--- src/rtl/regfile_writeback_queue.sv ---
// Regfile write-side queue: buffers results, drains one per cycle, forwards youngest pending value to A/B queries.
// Latency: 1 cycle accept-to-commit; 0 cycles on an empty queue when WBQ_BYPASS_EN is defined.
// Backpressure: in_ready drops only when full (registered); wb_stall holds the drain and contents.
module regfile_writeback_queue #(
  parameter int width = 32,
  parameter int DEPTH = 4
) (
  input  logic                     clk,
  input  logic                     reset,
  input  logic                     in_valid,
  output logic                     in_ready,
  input  logic [4:0]               in_addr,
  input  logic [width-1:0]         in_data,
  input  logic                     wb_stall,
  output logic [4:0]               W_addr,
  output logic [width-1:0]         W_data,
  output logic                     wr_enable,
  input  logic [4:0]               A_addr,
  input  logic [4:0]               B_addr,
  output logic                     A_hit,
  output logic [width-1:0]         A_fwd_data,
  output logic                     B_hit,
  output logic [width-1:0]         B_fwd_data,
  output logic [$clog2(DEPTH):0]   count
);

  localparam int PW = $clog2(DEPTH);
  localparam logic [PW:0] FULL = (PW+1)'(DEPTH);

  typedef struct packed {
    logic [4:0]       addr;
    logic [width-1:0] data;
  } entry_t;

  entry_t        mem [DEPTH];
  logic [PW-1:0] head;
  logic [PW-1:0] tail;
  logic [PW:0]   cnt_q;
  logic          bypass;
  logic          drain;
  logic          enq;

`ifdef WBQ_BYPASS_EN
  // An empty, unstalled queue hands a live write straight to the regfile port.
  assign bypass = !reset && (cnt_q == '0) && !wb_stall && in_valid && (in_addr != 5'd0);
`else
  assign bypass = 1'b0;
`endif

  assign in_ready  = (cnt_q != FULL);
  // Reset gates the strobe so a discarded entry never reaches the regfile.
  assign drain     = !reset && (cnt_q != '0) && !wb_stall;
  assign enq       = !reset && in_valid && in_ready && (in_addr != 5'd0) && !bypass;
  assign wr_enable = drain || bypass;
  assign W_addr    = bypass ? in_addr : mem[head].addr;
  assign W_data    = bypass ? in_data : mem[head].data;
  assign count     = cnt_q;

  always_ff @(posedge clk) begin
    if (enq) begin
      mem[tail] <= '{addr: in_addr, data: in_data};
    end
  end

  always_ff @(posedge clk) begin
    if (reset) begin
      head  <= '0;
      tail  <= '0;
      cnt_q <= '0;
    end else begin
      if (enq) begin
        tail <= tail + PW'(1);
      end
      if (drain) begin
        head <= head + PW'(1);
      end
      if (enq && !drain) begin
        cnt_q <= cnt_q + (PW+1)'(1);
      end else if (drain && !enq) begin
        cnt_q <= cnt_q - (PW+1)'(1);
      end
    end
  end

  // Walk oldest to youngest so the last match seen is the youngest pending write.
  always_comb begin
    A_hit      = 1'b0;
    A_fwd_data = '0;
    B_hit      = 1'b0;
    B_fwd_data = '0;
    for (int i = 0; i < DEPTH; i++) begin
      if ((PW+1)'(i) < cnt_q) begin
        if ((A_addr != 5'd0) && (mem[head + PW'(i)].addr == A_addr)) begin
          A_hit      = 1'b1;
          A_fwd_data = mem[head + PW'(i)].data;
        end
        if ((B_addr != 5'd0) && (mem[head + PW'(i)].addr == B_addr)) begin
          B_hit      = 1'b1;
          B_fwd_data = mem[head + PW'(i)].data;
        end
      end
    end
  end

endmodule

--- config.mk ---
export PLATFORM = sky130hd
export DESIGN_NAME = regfile_writeback_queue
export DESIGN_NICKNAME = d
export VERILOG_FILES = /design/src/rtl/regfile_writeback_queue.sv
export SDC_FILE = /design/constraint.sdc
export NUM_CORES = 1
export LEC_CHECK = 0
export ABC_AREA = 1
export CORE_ASPECT_RATIO = 2
export CORE_UTILIZATION = 40
export CTS_CLUSTER_SIZE = 16
export DETAILED_ROUTE_END_ITERATION = 8
export PLACE_DENSITY = 0.65
export SYNTH_ARGS = -nofsm -noshare
export SYNTH_HDL_FRONTEND = slang
export SYNTH_SLANG_ARGS = --single-unit
--- constraint.sdc ---
create_clock -name clk -period 3.4 [get_ports clk]
set_input_delay 0.34 -clock clk [delete_from_list [all_inputs] [get_ports clk]]
set_output_delay 0.34 -clock clk [all_outputs]
set_load 0.01 [all_outputs]
Word level (Yosys, flattened, before mapping)

Memories as Yosys holds them, arrays and structs flattened. A register that Yosys moved wholly into a read port is not among the register bits.
Index checks and enable logic that the tools add are counted.
W data, S select, Z words.

$add $sub $neg: 6
Order comparisons: 4
Eq/ne operators: 9
Mux-type cells: 38
Reductions and logical operators: 24

Operator list:

| operator              | count |
|---|---|
| $mux W32              | 16 |
| $eq A5 B5 Y1          | 8 |
| $mux W1               | 18 |
| $logic_and A1 B1 Y1   | 15 |
| $reduce_bool A5 Y1    | 3 |
| $lt A1 B3 Y1 const A  | 2 |
| $lt A2 B3 Y1 const A  | 2 |
| $mux W3               | 2 |
| $add A2 B1 Y2 const B | 2 |
| $add A2 B2 Y2 const B | 2 |
| $logic_not A1 Y1      | 4 |
| $mux W2               | 2 |
| $add A3 B1 Y3 const B | 1 |
| $ne A3 B3 Y1 const B  | 1 |
| $reduce_bool A3 Y1    | 1 |
| $sub A3 B1 Y3 const B | 1 |
| $reduce_bool A2 Y1    | 1 |

Register bits after elaboration: 7
Memory bits (writable): 148
Input bits: 51
Output and inout port bits: 108
Word-level logic and storage cells: 85
Memories: 1

Memory list:

| memory | depth | bits a word | read ports | clocked after Yosys merged registers in | wr ports | line | source |
|---|---|---|---|---|---|---|---|
| mem    | 4     | 37          | 4          | 1                                       | 1        | 35   | `entry_t mem [DEPTH];` |

Depth between registers and ports, before layout

Gate-level depths: netlist of run 1.

Word-level depth: 10
Depth in mapped cells: 17
Depth with buffers taken out: 14

Least setup slack after synthesis of run 1

No wires, ideal clock.

Kind: register to register
From: register cnt_q[0], in the netlist count[0]
To: memory mem[0][0] in the netlist's numbering (enable)
Setup time: 0.431 ns
Data arrival time: 2.755 ns
Data required time: 2.969 ns
Setup slack: 0.214 ns
Stages on the path, launching flop included: 7
Path buffers: 0
Period minus slack after synthesis: 3.186 ns
Cell sequence: dfxtp_1 inv_1 ha_1 nand2_1 and3_1 nand2_1 nor2_1

Cells in the longest elaborated chain, start to end: 5

RTL lines:

| element                           | line | source |
|---|---|---|
| from (decl)                       | 38   | `logic [PW:0] cnt_q;` |
| from (signal assigned)            | 78   | `cnt_q <= cnt_q + (PW+1)'(1);` |
| from (signal assigned)            | 80   | `cnt_q <= cnt_q - (PW+1)'(1);` |
| $ne A3 B3 Y1                      | 50   | `assign in_ready = (cnt_q != FULL);` |
| named net in_ready                | 11   | `output logic in_ready,` |
| $logic_and A1 B1 Y1 (2 in series) | 53   | `assign enq = !reset && in_valid && in_ready && (in_addr != 5'd0) && !bypass;` |
| $mux W1                           | 60   | `if (enq) begin` |
| $mux W1 (not written as such)     | 61   | `mem[tail] <= '{addr: in_addr, data: in_data};` |
| to (decl)                         | 35   |  |

The timed path passes the listed nets, and every way through them passes these cells.

Worst setup path after layout of run 1

From: register head[0]
To: output port B_fwd_data[17]

Cells in the longest elaborated chain, start to end: 10
Elaborated cells between the ends (all ways): 16
Those cells by class: add/sub: 3; eq/ne: 3; mux: 6; reduce/logical: 3; memory: 1

RTL lines:

| element                | line   | source |
|---|---|---|
| from (decl)            | 36     | `logic [PW-1:0] head;` |
| from (signal assigned) | 75     | `head <= head + PW'(1);` |
| $add A2 B1 Y2          | 97, 99 |  |
| $mem_v2 Z4 W37 (*)     | --     |  |
| $eq A5 B5 Y1           | 97     | `if ((B_addr != 5'd0) && (mem[head + PW'(i)].addr == B_addr)) begin` |
| $logic_and A1 B1 Y1    | 97     |  |
| $mux W32               | 97     |  |
| $mux W32               | 92     | `if ((PW+1)'(i) < cnt_q) begin` |
| $mux W32               | 97     |  |
| $mux W32               | 92     |  |
| $mux W32               | 97     |  |
| $mux W32 (*)           | 92     |  |
| to (decl)              | 23     | `output logic [width-1:0] B_fwd_data,` |

Mark *: on every way between the ends. The rest lies on a longest branch, timed or not.

==> results_dict.tcl, run 1 <==
set metrics [dict create \
    status "finished with violations" \
    violations "setup timing" \
    hold_viol 0 \
    cp-end-kind "output pin" \
    grt_pass1_wl_mm 76.8 \
    tightest_slew_ps 694 \
    grt.met1_usage_pct 33.0 \
    crit_top_cell "nand2_1" \
    drt_wl_total_mm 52.4 \
    rows 91 \
    synth_top_cell_area_share_pct 35.4 \
    regArea_um2 4640 \
    worstSetupPathDepth 14 \
    use_met2_pct 58.1 \
    combPwrFrac_pct 55.7 \
    hpwl_mm 32.9 \
    synthesis.nets 1960 \
    multi_input_area_um2 6830 \
    cts-root-buf "clkbuf_16" \
    routabilityCongestion 0.960 \
    ys_async_sr_fraction_pct 0 \
    areaGrowthSynthToFinish_pct 28.9 \
    drv_cap 0 \
    antenna_left 0 \
    final_util_pct 52.4 \
    r2r_start "count[0]" \
    fp.dieW_um 127 \
    die-area_um2 32100 \
    syn-cell-area_um2 12500 \
    synth_warnings 0 \
    start_util_pct 40.7 \
    layout_min_cycle_time_ps 3520 \
    path_delay_family "buffers and inverters" \
    intPower_uw 5100 \
    r2r_slack_ps 1060 \
    synth_common_cells "nand2_1 (707), nor2_1 (271), edfxtp_1 (148)" \
    synth-seq-cells 157 \
    cts-htree-levels 4 \
    power_density_nw_per_um2 580 \
    drv_slew 0 \
    ys.flop_type "edfxtp_1" \
    grtUsageMet3_pct 4.74 \
    synth_seq_area_share_pct 36.9 \
    max_stage_delay_ps 550 \
    wl_per_cell_um 21.0 \
    syn_inst 1900 \
    clkSlewWorstSetupHoldPaths_ps 70 \
    ir_drop_v 0.000479 \
    max_freq_ghz 0.284 \
    min_path_type "in2reg" \
    num_vias 14300 \
    grt_start_max_net_pins 60 \
    clockPowerShare_pct 19.9 \
    clk_latency_ps 460 \
    power_leakage_uw 0.00755 \
    crit_chain "inv_12 > buf_6 > nand2_1 > nand2_1 > nand2_1 > nand3_1 > nand2_1 > nor2_4 > buf_8 > nand4_1 > nand3_1 > nand2_1 > nand2_1 > clkdlybuf4s50_1" \
    top_usage_layer "met2" \
    cp.required_ps 3060 \
    holdWs_ps 510 \
    synth.top_cells.by_area "edfxtp_1 (35%), nand2_1 (21%), nor2_1 (8.1%)" \
    start_kind "register" \
    rsz0062_at_grt "yes" \
    grtUsageTotal_pct 32.2 \
    crit_slowest_cell "clkdlybuf4s50_1" \
    critical_path_arrival_ps 3180 \
    tns_ps -521 \
    crit_fanout 28 \
    slew_headroom_pct 53.7 \
    p_sw_share_pct 45.6 \
    port_buffers 158 \
    postCtsHoldBufs 0 \
    synth-edff-count 148 \
    nets 2119 \
    setup_slack_ps -118 \
    total_power_uw 9380 \
    core-area_um2 30900 \
    drcViolationCount 0 \
    worst_clock_skew_ps 9.10 \
    p_sw_uw 4270 \
    fillCellCount 3019 \
    vias_per_cell 5.74 \
    synth.avg_cell_area_um2 6.60 \
    io_pins 159 \
    setup_viol 7 \
    chipHeight_um 252 \
    post-place-ws_ps 28.7 \
    synth_top_area_cell "edfxtp_1" \
    cts_max_path_buffers 2 \
    critPathCapture "B_fwd_data[17]" \
    antenna_found_initial 1 \
    yosysMostFrequentCell "nand2_1" \
    grt_pass1_vias 13800 \
    dr.pass1.iters 8 \
    setup.worst_path.start "head[0]" \
    worst_r2r_endpoint "mem[3][26]" \
    finalCritPeriodShare_pct 103 \
    seq_power_share_pct 24.3 \
    ff2ff_path_depth 7 \
    crit_buf_inv 4 \
    cts.sinks 157 \
    overflow 0 \
    drive_above_1_share_pct 9.94 \
    first_iter_violations 1479 \
    cts_buffers 17 \
    path_class "reg2out" \
    ys_types 36 \
    cts_tree "yes" \
]
[sequential cells by signal, indices dropped and copies added, names as in the netlist, named ones only]
name	flops
mem	148
count	3
head	2
tail	2
[what timing repair did]
| action | 4_1_cts | 5_1_grt |
|---|---|---|
| pin swaps | 1 | 8 |
| buffers inserted | 12 | 20 |
| resized for setup | 77 | 97 |
| gates cloned | 7 | 8 |
| setup endpoints to repair | 66 | 63 |
[cell usage in the layout, fill, tap and decap left out, drive strengths merged, types with 2 or more instances in the layout]
cell type      synthesis  layout
clkinvlp               0       5
inv                  145     151
clkdlybuf4s15          0      10
a32o                  31      31
nor2                 279     279
xor2                   3       3
bufbuf                 0       2
o21ai                112     112
clkinv                 0       3
o211ai                32      32
nand4                 64      64
nor2b                  2       2
nand3                143     143
nand2                712     712
ha                     9       9
buf                   84     102
dfxtp                  9       9
clkbuf                46      40
nand3b                 2       2
a22oi                 32      32
a21oi                 42      42
dlygate4sd2            0      15
dlymetal6s2s           0      19
edfxtp               148     148
clkdlybuf4s50          0      99
[area by class of cell]
cell class	instances	area share, %
multi-input combinational	1468	42.2
sequential	157	28.7
timing repair buffer	270	18.8
inverter	145	3.49
tap	418	3.24
clock buffer	17	2.63
clock inverter	15	0.851
antenna	1	0.0155
[through the flow]
stage | cells | area [µm²]
2_1_floorplan | 1900 | 12500
3_3_place_gp | 2413 | 14700
3_5_place_dp | 2413 | 14700
4_1_cts | 2464 | 15700
5_1_grt | 2490 | 16200
6_report | 2491 | 16200
[routing by layer]
| layer | wire, µm | share of wire [%] |
|---|---|---|
| met4 | 4040 | 7.7 |
| met1 | 17700 | 34 |
| met3 | 3510 | 6.7 |
| met5 | 0 | 0 |
| met2 | 27200 | 52 |
[kinds of logic after synthesis]
group                      count (synthesis)  share of synthesized area, %
AOI/OAI and AO/OA                        251                          12.6
xor gates and xnor gates                   4                         0.279
adders and majority gates                  9                         0.898
buffers and inverters                    275                          9.84
DFF                                      157                          36.9
and+or+nand+nor                         1204                          39.6
[power by group through the flow]
stage | sequential, µW | combinational, µW | clock [µW]
6_report | 2280 | 5230 | 1870
5_1_grt | 2290 | 5590 | 1960
4_1_cts | 2280 | 4890 | 1890
3_5_place_dp | 2310 | 4690 | 0
3_3_place_gp | 2310 | 4650 | 0
2_1_floorplan | 2280 | 2820 | 0
[worst min-delay path by stage]
stage,startpoint,endpoint,slack (ps),cells past startpoint
after CTS,in_data[0],mem[1][0],500,1
after detailed placement,tail[1],tail[1],540,2
final,in_data[0],mem[1][0],510,1
after global placement,tail[1],tail[1],520,2
after floorplan,reset,count[0],410,1
after global routing,in_data[25],mem[0][25],530,1
Power figures use the tool's default switching activity.
==> inputs of run 2 (changes only) <==
--- a/config.mk
+++ b/config.mk
@@ -10,7 +10,6 @@
 export CORE_UTILIZATION = 40
 export CTS_CLUSTER_SIZE = 16
 export DETAILED_ROUTE_END_ITERATION = 8
-export PLACE_DENSITY = 0.65
 export SYNTH_ARGS = -nofsm -noshare
 export SYNTH_HDL_FRONTEND = slang
 export SYNTH_SLANG_ARGS = --single-unit
==> constraint.sdc (replaced) <==
create_clock -name clk -period 4.49 [get_ports clk]
set_input_delay 0.449 -clock clk [delete_from_list [all_inputs] [get_ports clk]]
set_output_delay 0.449 -clock clk [all_outputs]
set_load 0.01 [all_outputs]
==> results_dict.tcl, run 2 (synthesized netlist as in run 1, its figures left out) <==
set metrics [dict create \
    cts_max_path_buffers 2 \
    drv_cap 0 \
    chipHeight_um 252 \
    worst_r2r_endpoint "mem[1][24]" \
    first_iter_violations 1130 \
    min_path_type "reg2reg" \
    grt_start_max_net_pins 77 \
    final_util_pct 48.6 \
    max_freq_ghz 0.236 \
    antenna_left 0 \
    hold_viol 0 \
    rsz0062_at_grt "no" \
    clk_latency_ps 460 \
    drive_above_1_share_pct 5.08 \
    final_common_cell "nand2_1" \
    layout_min_cycle_time_ps 4240 \
    cts-root-buf "clkbuf_16" \
    mostFrequentLayoutCells "nand2_1 (707), nor2_1 (266), clkdlybuf4s50_1 (158), edfxtp_1 (148), inv_1 (141)" \
    setup.worst_path.start "head[0]" \
    hpwl_mm 32.3 \
    setup_viol 0 \
    antenna_found_initial 1 \
    rows 91 \
    slew_headroom_pct 37.5 \
    start_util_pct 40.7 \
    power_leakage_uw 0.00655 \
    critPathCapture "A_fwd_data[20]" \
    port_buffers 158 \
    cts.sinks 157 \
    wl_per_cell_um 20.0 \
    start_kind "register" \
    cts-htree-levels 4 \
    cts_buffers 17 \
    grt_pass1_wl_mm 74.0 \
    drv_slew 0 \
    tightest_slew_ps 937 \
    overflow 0 \
    vias_per_cell 5.63 \
    ff2ff_path_depth 7 \
    status "finished clean" \
    largest_register_ffs 148 \
    grtUsageTotal_pct 30.8 \
    cp-end-kind "output pin" \
    cts_tree "yes" \
    fp.dieW_um 127 \
    areaGrowthSynthToFinish_pct 19.4 \
    die-area_um2 32100 \
    num_vias 13700 \
    worst_clock_skew_ps 7.43 \
    r2r_slack_ps 1820 \
    tns_ps 0 \
    core-area_um2 30900 \
    drt_wl_total_mm 48.5 \
    finalCritPeriodShare_pct 94.4 \
    critical_path_arrival_ps 3790 \
    io_pins 159 \
    clkSlewWorstSetupHoldPaths_ps 60 \
    routabilityCongestion 0.994 \
    dr.pass1.iters 5 \
    min_path_cells 2 \
    crit_fanout 34 \
    path_class "reg2out" \
    r2r_start "count[0]" \
    postCtsHoldBufs 0 \
    nets 2053 \
    regMostFlops "mem" \
    grt_pass1_vias 13300 \
    drcViolationCount 0 \
    power_density_nw_per_um2 448 \
    ir_drop_v 0.000395 \
    cp.required_ps 4040 \
]
==> run 2: cell count changes in the layout (fill, tap and decap cells not counted), moves of 6 or more <==
cell / previous run / this run
buf_4: 55 / 43
buf_6: 14 / 1
clkbuf_2: 15 / 0
nand2_2: 9 / 2
nand2_1: 699 / 707
buf_12: 26 / 2
clkdlybuf4s50_1: 99 / 158
clkdlybuf4s15_1: 10 / 0
dlygate4sd2_1: 15 / 0
clkbuf_16: 25 / 17
dlymetal6s2s_1: 19 / 0
inv_6: 7 / 1
==> run 2: worst min-delay path by stage <==
stage / start / end / slack [ps]
global placement: tail[1] / tail[1] / 510
global route: tail[1] / tail[1] / 570
detailed placement: tail[1] / tail[1] / 520
CTS: tail[1] / tail[1] / 530
finish: tail[1] / tail[1] / 520
floorplan: tail[1] / tail[1] / 490
==> run 2: layout make-up <==
class	count	area [µm²]
Multi-Input combinational cell	1468	6730
Sequential cell	157	4630
Tap cell	418	523
Inverter	145	547
Fill cell	3182	15900
Antenna cell	1	2.50
Timing Repair Buffer	204	1960
Clock inverter	10	144
Clock buffer	22	444
==> run 2: metal layers <==
metal | GRT usage (%) | part of all wire (%)
met4 | 21.4 | 6.1
met5 | 0 | 0
met3 | 4.19 | 5.7
met2 | 56.4 | 53
met1 | 32.2 | 36
==> run 2: where the power goes <==
| part | leakage, µW | internal [µW] | switching (µW) | total (µW) |
|---|---|---|---|---|
| combinational | 0.00485 | 1140 | 2350 | 3480 |
| sequential | 0.00142 | 1670 | 57.2 | 1730 |
| clock | 0.000275 | 875 | 619 | 1490 |
| total | 0.00655 | 3690 | 3020 | 6710 |
==> run 2: worst max-delay path, stage by stage (launching register included) <==
cell	delay [ps]
dfxtp_4	390
inv_4	210
buf_4	320
nand2_4	70
nand2_2	170
buf_4	240
nand2_1	100
o21a_1	120
nand2_1	50
nand2_1	90
nor2_1	140
nand2_1	100
nor2_4	100
buf_4	380
nand2_1	90
nand2_1	160
clkdlybuf4s50_1	560
==> run 2: timing repair <==
action,4_1_cts,5_1_grt
setup endpoints to repair,0,35
resized for setup,0,2
setup buffers,0,0
hold endpoints to repair,0,0
==> run 2: stage by stage <==
step | cells | area (µm²) | worst slack (ps) | hold slack [ps] | total power, µW
after global routing | 2425 | 15000 | 42.6 | 573 | 7070
after global placement | 2392 | 14400 | 568 | 512 | 5150
final | 2425 | 15000 | 252 | 524 | 6710
after CTS | 2424 | 15000 | 170 | 532 | 6680
after floorplan | 1900 | 12500 | 1300 | 490 | 3860
after detailed placement | 2392 | 14400 | 648 | 524 | 5180
==> inputs of run 3 (changes only) <==
--- a/config.mk
+++ b/config.mk
@@ -10,6 +10,7 @@
 export CORE_UTILIZATION = 40
 export CTS_CLUSTER_SIZE = 16
 export DETAILED_ROUTE_END_ITERATION = 8
+export SKIP_LAST_GASP = 1
 export SYNTH_ARGS = -nofsm -noshare
 export SYNTH_HDL_FRONTEND = slang
 export SYNTH_SLANG_ARGS = --single-unit
==> results_dict.tcl, run 3 (synthesized netlist as in run 1, its figures left out) <==
set metrics [dict create \
    status "finished clean" \
    postCtsSetupBuffers 0 \
    start_kind "register" \
    hold_viol 0 \
    worstSetupPathDepth 15 \
    cts_tree "yes" \
    drv_slew 0 \
    final_common_cell "nand2_1" \
    wl_per_cell_um 20.1 \
    grt_pass1_wl_mm 74.0 \
    critPathCapture "B_fwd_data[31]" \
    min_path_type "reg2reg" \
    port_buffers 158 \
    cp.required_ps 4040 \
    io_pins 159 \
    fillCellCount 3182 \
    die-area_um2 32100 \
    r2r_slack_ps 1820 \
    regArea_um2 4630 \
    power_density_nw_per_um2 448 \
    cts.sinks 157 \
    drive_above_1_share_pct 5.08 \
    crit_fanout 34 \
    antenna_found_initial 1 \
    grt_start_max_net_pins 77 \
    clk_latency_ps 460 \
    power_leakage_uw 0.00655 \
    path_class "reg2out" \
    slew_headroom_pct 37.2 \
    areaGrowthSynthToFinish_pct 19.4 \
    cts-htree-levels 4 \
    max_freq_ghz 0.231 \
    fp.dieW_um 127 \
    crit_slowest_cell "clkdlybuf4s50_1" \
    crit_chain "inv_4 > nand2_2 > nand2_2 > buf_4 > nand2_1 > nand3_1 > nand2_1 > nor2_4 > nand3_4 > nor2_1 > nor2_1 > nand2_1 > nand2_1 > nand2_1 > clkdlybuf4s50_1" \
    cts-root-buf "clkbuf_16" \
    max_stage_delay_ps 540 \
    regMostFlops "mem" \
    finalCritPeriodShare_pct 96.6 \
    cts_max_path_buffers 2 \
    hpwl_mm 32.3 \
    layout_min_cycle_time_ps 4340 \
    crit_top_cell "nand2_1" \
    start_util_pct 40.7 \
    crit_buf_inv 3 \
    routabilityCongestion 0.994 \
    worst_clock_skew_ps 6.87 \
    setup.worst_path.start "head[0]" \
    antenna_left 0 \
    tightest_slew_ps 940 \
    overflow 0 \
    num_vias 13700 \
    worst_r2r_endpoint "mem[1][24]" \
    cts_buffers 17 \
    vias_per_cell 5.65 \
    largest_register_ffs 148 \
    mostFrequentLayoutCells "nand2_1 (707), nor2_1 (266), clkdlybuf4s50_1 (158), edfxtp_1 (148), inv_1 (141)" \
    ff2ff_path_depth 7 \
    rows 91 \
    cp-end-kind "output pin" \
    cts_resized 0 \
    drt_wl_total_mm 48.7 \
    drcViolationCount 0 \
    chipHeight_um 252 \
    ir_drop_v 0.000397 \
    setup_viol 0 \
    clkSlewWorstSetupHoldPaths_ps 60 \
    total_power_uw 6720 \
    dr.pass1.iters 6 \
    critical_path_arrival_ps 3890 \
    rsz0062_at_grt "yes" \
    core-area_um2 30900 \
    grtUsageTotal_pct 30.8 \
    path_delay_family "simple AND/OR/NAND/NOR gates" \
    first_iter_violations 1175 \
    multi_input_area_um2 6730 \
    tns_ps 0 \
    grt_pass1_vias 13300 \
    drv_cap 0 \
    setup_slack_ps 154 \
    postCtsHoldBufs 0 \
    min_path_cells 2 \
    nets 2053 \
    post-place-ws_ps 648 \
    r2r_start "count[0]" \
]
[run 3: cell count changes in the layout (fill, tap and decap cells not counted)]
cell and change:
nand2_2 +1, nand2_4 -1
[run 3: stage by stage]
| step | cells | area, µm² | utilization, % | hold WS, ps |
|---|---|---|---|---|
| 4_1_cts | 2424 | 15000 | 48.5 | 532 |
| 6_report | 2425 | 15000 | 48.5 | 524 |
| 3_3_place_gp | 2392 | 14400 | 46.6 | 512 |
| 5_1_grt | 2425 | 15000 | 48.5 | 573 |
| 2_1_floorplan | 1900 | 12500 | - | 490 |
| 3_5_place_dp | 2392 | 14400 | 46.6 | 524 |
[run 3: worst min path at each step]
stage                       start  slack (ps)       to
after floorplan           tail[1]         490  tail[1]
after global placement    tail[1]         510  tail[1]
after detailed placement  tail[1]         520  tail[1]
after CTS                 tail[1]         530  tail[1]
after global routing      tail[1]         570  tail[1]
final                     tail[1]         520  tail[1]
[run 3: final cells by class]
cell class / instances / share of cell area [%]
well taps: 418 / 3.49
multi-input cells: 1468 / 44.9
clock buffers: 22 / 2.97
flip-flops and latches: 157 / 30.9
diodes: 1 / 0.0167
clock inverters: 10 / 0.961
inverters: 145 / 3.65
repair buffers: 204 / 13.1
[run 3: layer usage]
layer | GRT usage [%] | wire, µm | up-vias
met5 | 0 | 0 | -
met4 | 21.4 | 3040 | 0
met3 | 4.19 | 2950 | 208
met2 | 56.4 | 25500 | 691
met1 | 32.2 | 17200 | 6354
li1 | - | - | 6457
[run 3: power breakdown]
part / switching (µW) / internal (µW) / total, µW / leakage [µW]
combinational: 2350 / 1140 / 3490 / 0.00485
sequential: 56.7 / 1670 / 1730 / 0.00142
clock: 622 / 875 / 1500 / 0.000275
total: 3030 / 3680 / 6720 / 0.00655
[run 3: worst reg2reg max path, delay by kind of cell, from the launching register on]
| family | cells | cell delay [ps] |
|---|---|---|
| buf+inv | 2 | 420 |
| simple gates | 4 | 1290 |
| flops | 1 | 430 |
| fa+ha+maj | 1 | 230 |
==> patch (flow settings as in run 2) <==
Change the parameter `width` from 32 to 48.
--- a/src/rtl/regfile_writeback_queue.sv
+++ b/src/rtl/regfile_writeback_queue.sv
@@ -4,3 +4,3 @@
 module regfile_writeback_queue #(
-  parameter int width = 32,
+  parameter int width = 48,
   parameter int DEPTH = 4
Interface: changed (resized A_fwd_data, B_fwd_data, W_data and in_data); port bits go from 159 to 223. The function was not compared with the original's and may differ.
==> patch against run 2 <==
Die area grew 38%. Final area grew 39%. Sequential share of layout area grew 0.51 points. Sequential cell count grew 64. Global-route usage grew 2.1 points. Clock skew grew 0.0054 ns. Routed wire length grew 51%. Register-to-register slack gained 0.26 ns. Hold slack gained 0.0083 ns. Synthesized area grew 38%. Total power grew 40%. Count of clock-buffer cells in the layout grew 4. Setup slack lost 0.035 ns. Combinational power grew 43%.
==> patch: results (changes against run 2) <==
The synthesis-stage register bit count is 221 (+41%), and the first-pass GRT wire length is 109 mm (+48%). The area used by multi-input combinational logic came out at 0.00930 mm² (+38%). For the total routing resource utilization after global routing, the log shows 32.9% (+2.1 points). Class of the worst hold path: in2reg. Number of diodes added for antenna fixing: 4 (+3). The routed length on met1 was 25.3 mm (+46%); the number of antenna violations at the first check in global routing was 4 (+3). Count of buffers inserted at the top-level ports: 222 (+41%). In the synthesized netlist, the cells that appear most often are sky130_fd_sc_hd__nand2_1, sky130_fd_sc_hd__nor2_1, sky130_fd_sc_hd__edfxtp_1. The total clock buffers created by CTS is 23 (+6), and the average wire per cell in the routed design is 22.2 µm (+11%). The number of inserted filler cells in the final layout was 4213 (+32%). The compound-cell area share of the yosys netlist is 13.2% (+0.62 points), and the arrival time of the worst setup path is 3.82 ns (+0.03 ns). The sequential cell area fraction in the yosys report is 37.8% (+0.90 points), and the post-synthesis cell type count is 30 (-17%). The number of flip-flops in the largest register came out at 212 (+43%). The insertion delay to the later sink of the worst-skew pair is 0.55 ns (+0.09 ns). The clock network contribution to total cell area came out at 3.52% (-0.41 points). The measured slew at the worst slew-check pin came out at 0.889 ns (-0.0474 ns). For the worst ir drop on vdd, the log shows 0.337 mV (-15%). The via total after detailed routing was 19232 (+41%).

The met2 wire length came out at 36.4 mm (+43%). The global-route track usage on met1 came out at 34.5% (+2.2 points). The run finished with clean final reports.

The first-pass detailed-route iteration total came out at 6 (+1). The count of inverters other than clock inverters in the layout came out at 198 (+37%). The share of final-layout standard cells stronger than drive strength 1 was 4.66% (-0.42 points).

Count of plain and timing-repair buffers: 284 (+39%). The adder and majority gate portion of the synthesized area came out at 0.650% (-0.25 points). For the number of design-rule violations left by the first detailed-router iteration, the log shows 1860 (+65%). The master of the slowest instance on the critical path was sky130_fd_sc_hd__dfxtp_4. The run gives 20.8% (-1.5 points) as the share of power burned in the clock network. The routability congestion estimate was 0.979 (-1.4%); the number of nets in the synthesized netlist was 2715 (+39%). For the multi-input gate count, the log shows 2023 (+38%). The worst stage delay on the critical path was 0.69 ns (+0.13 ns); the share of power burned in registers was 26.2% (+0.4 points). The run gives 1 (-3) as the maximum level of the CTS H-tree.
-- patch: worst max-delay path: cells and delay by family (launching register included) --
kind | cells | cell delay (ns)
flip-flops | 1 | 0.69
buffers and inverters | 3 | 1.40
AND/OR/NAND/NOR | 12 | 1.14
-- patch: metrics by stage --
stage | instances | area (µm²) | hold WS [ns] | total power [µW]
floorplan | 2639 | 17300 | 0.490 | 5270
global placement | 3268 | 20000 | 0.513 | 7280
detailed placement | 3268 | 20000 | 0.538 | 7310
CTS | 3309 | 20800 | 0.521 | 9270
global route | 3315 | 20900 | 0.532 | 9800
finish | 3315 | 20900 | 0.532 | 9360
-- patch: final timing paths --
path | from | end | slack (ns) | cells past startpoint
max | flop | A_fwd_data[0] | 0.22 | 15
min | in_data[11] | mem[0][11]$_DFFE_PP_ | 0.53 | 1
max reg2reg | count[0]$_SDFFE_PP0P_ | mem[1][12]$_DFFE_PP_ | 2.08 | 7
min reg2reg | tail[1]$_SDFFE_PP0P_ | tail[1]$_SDFFE_PP0P_ | 0.54 | 2
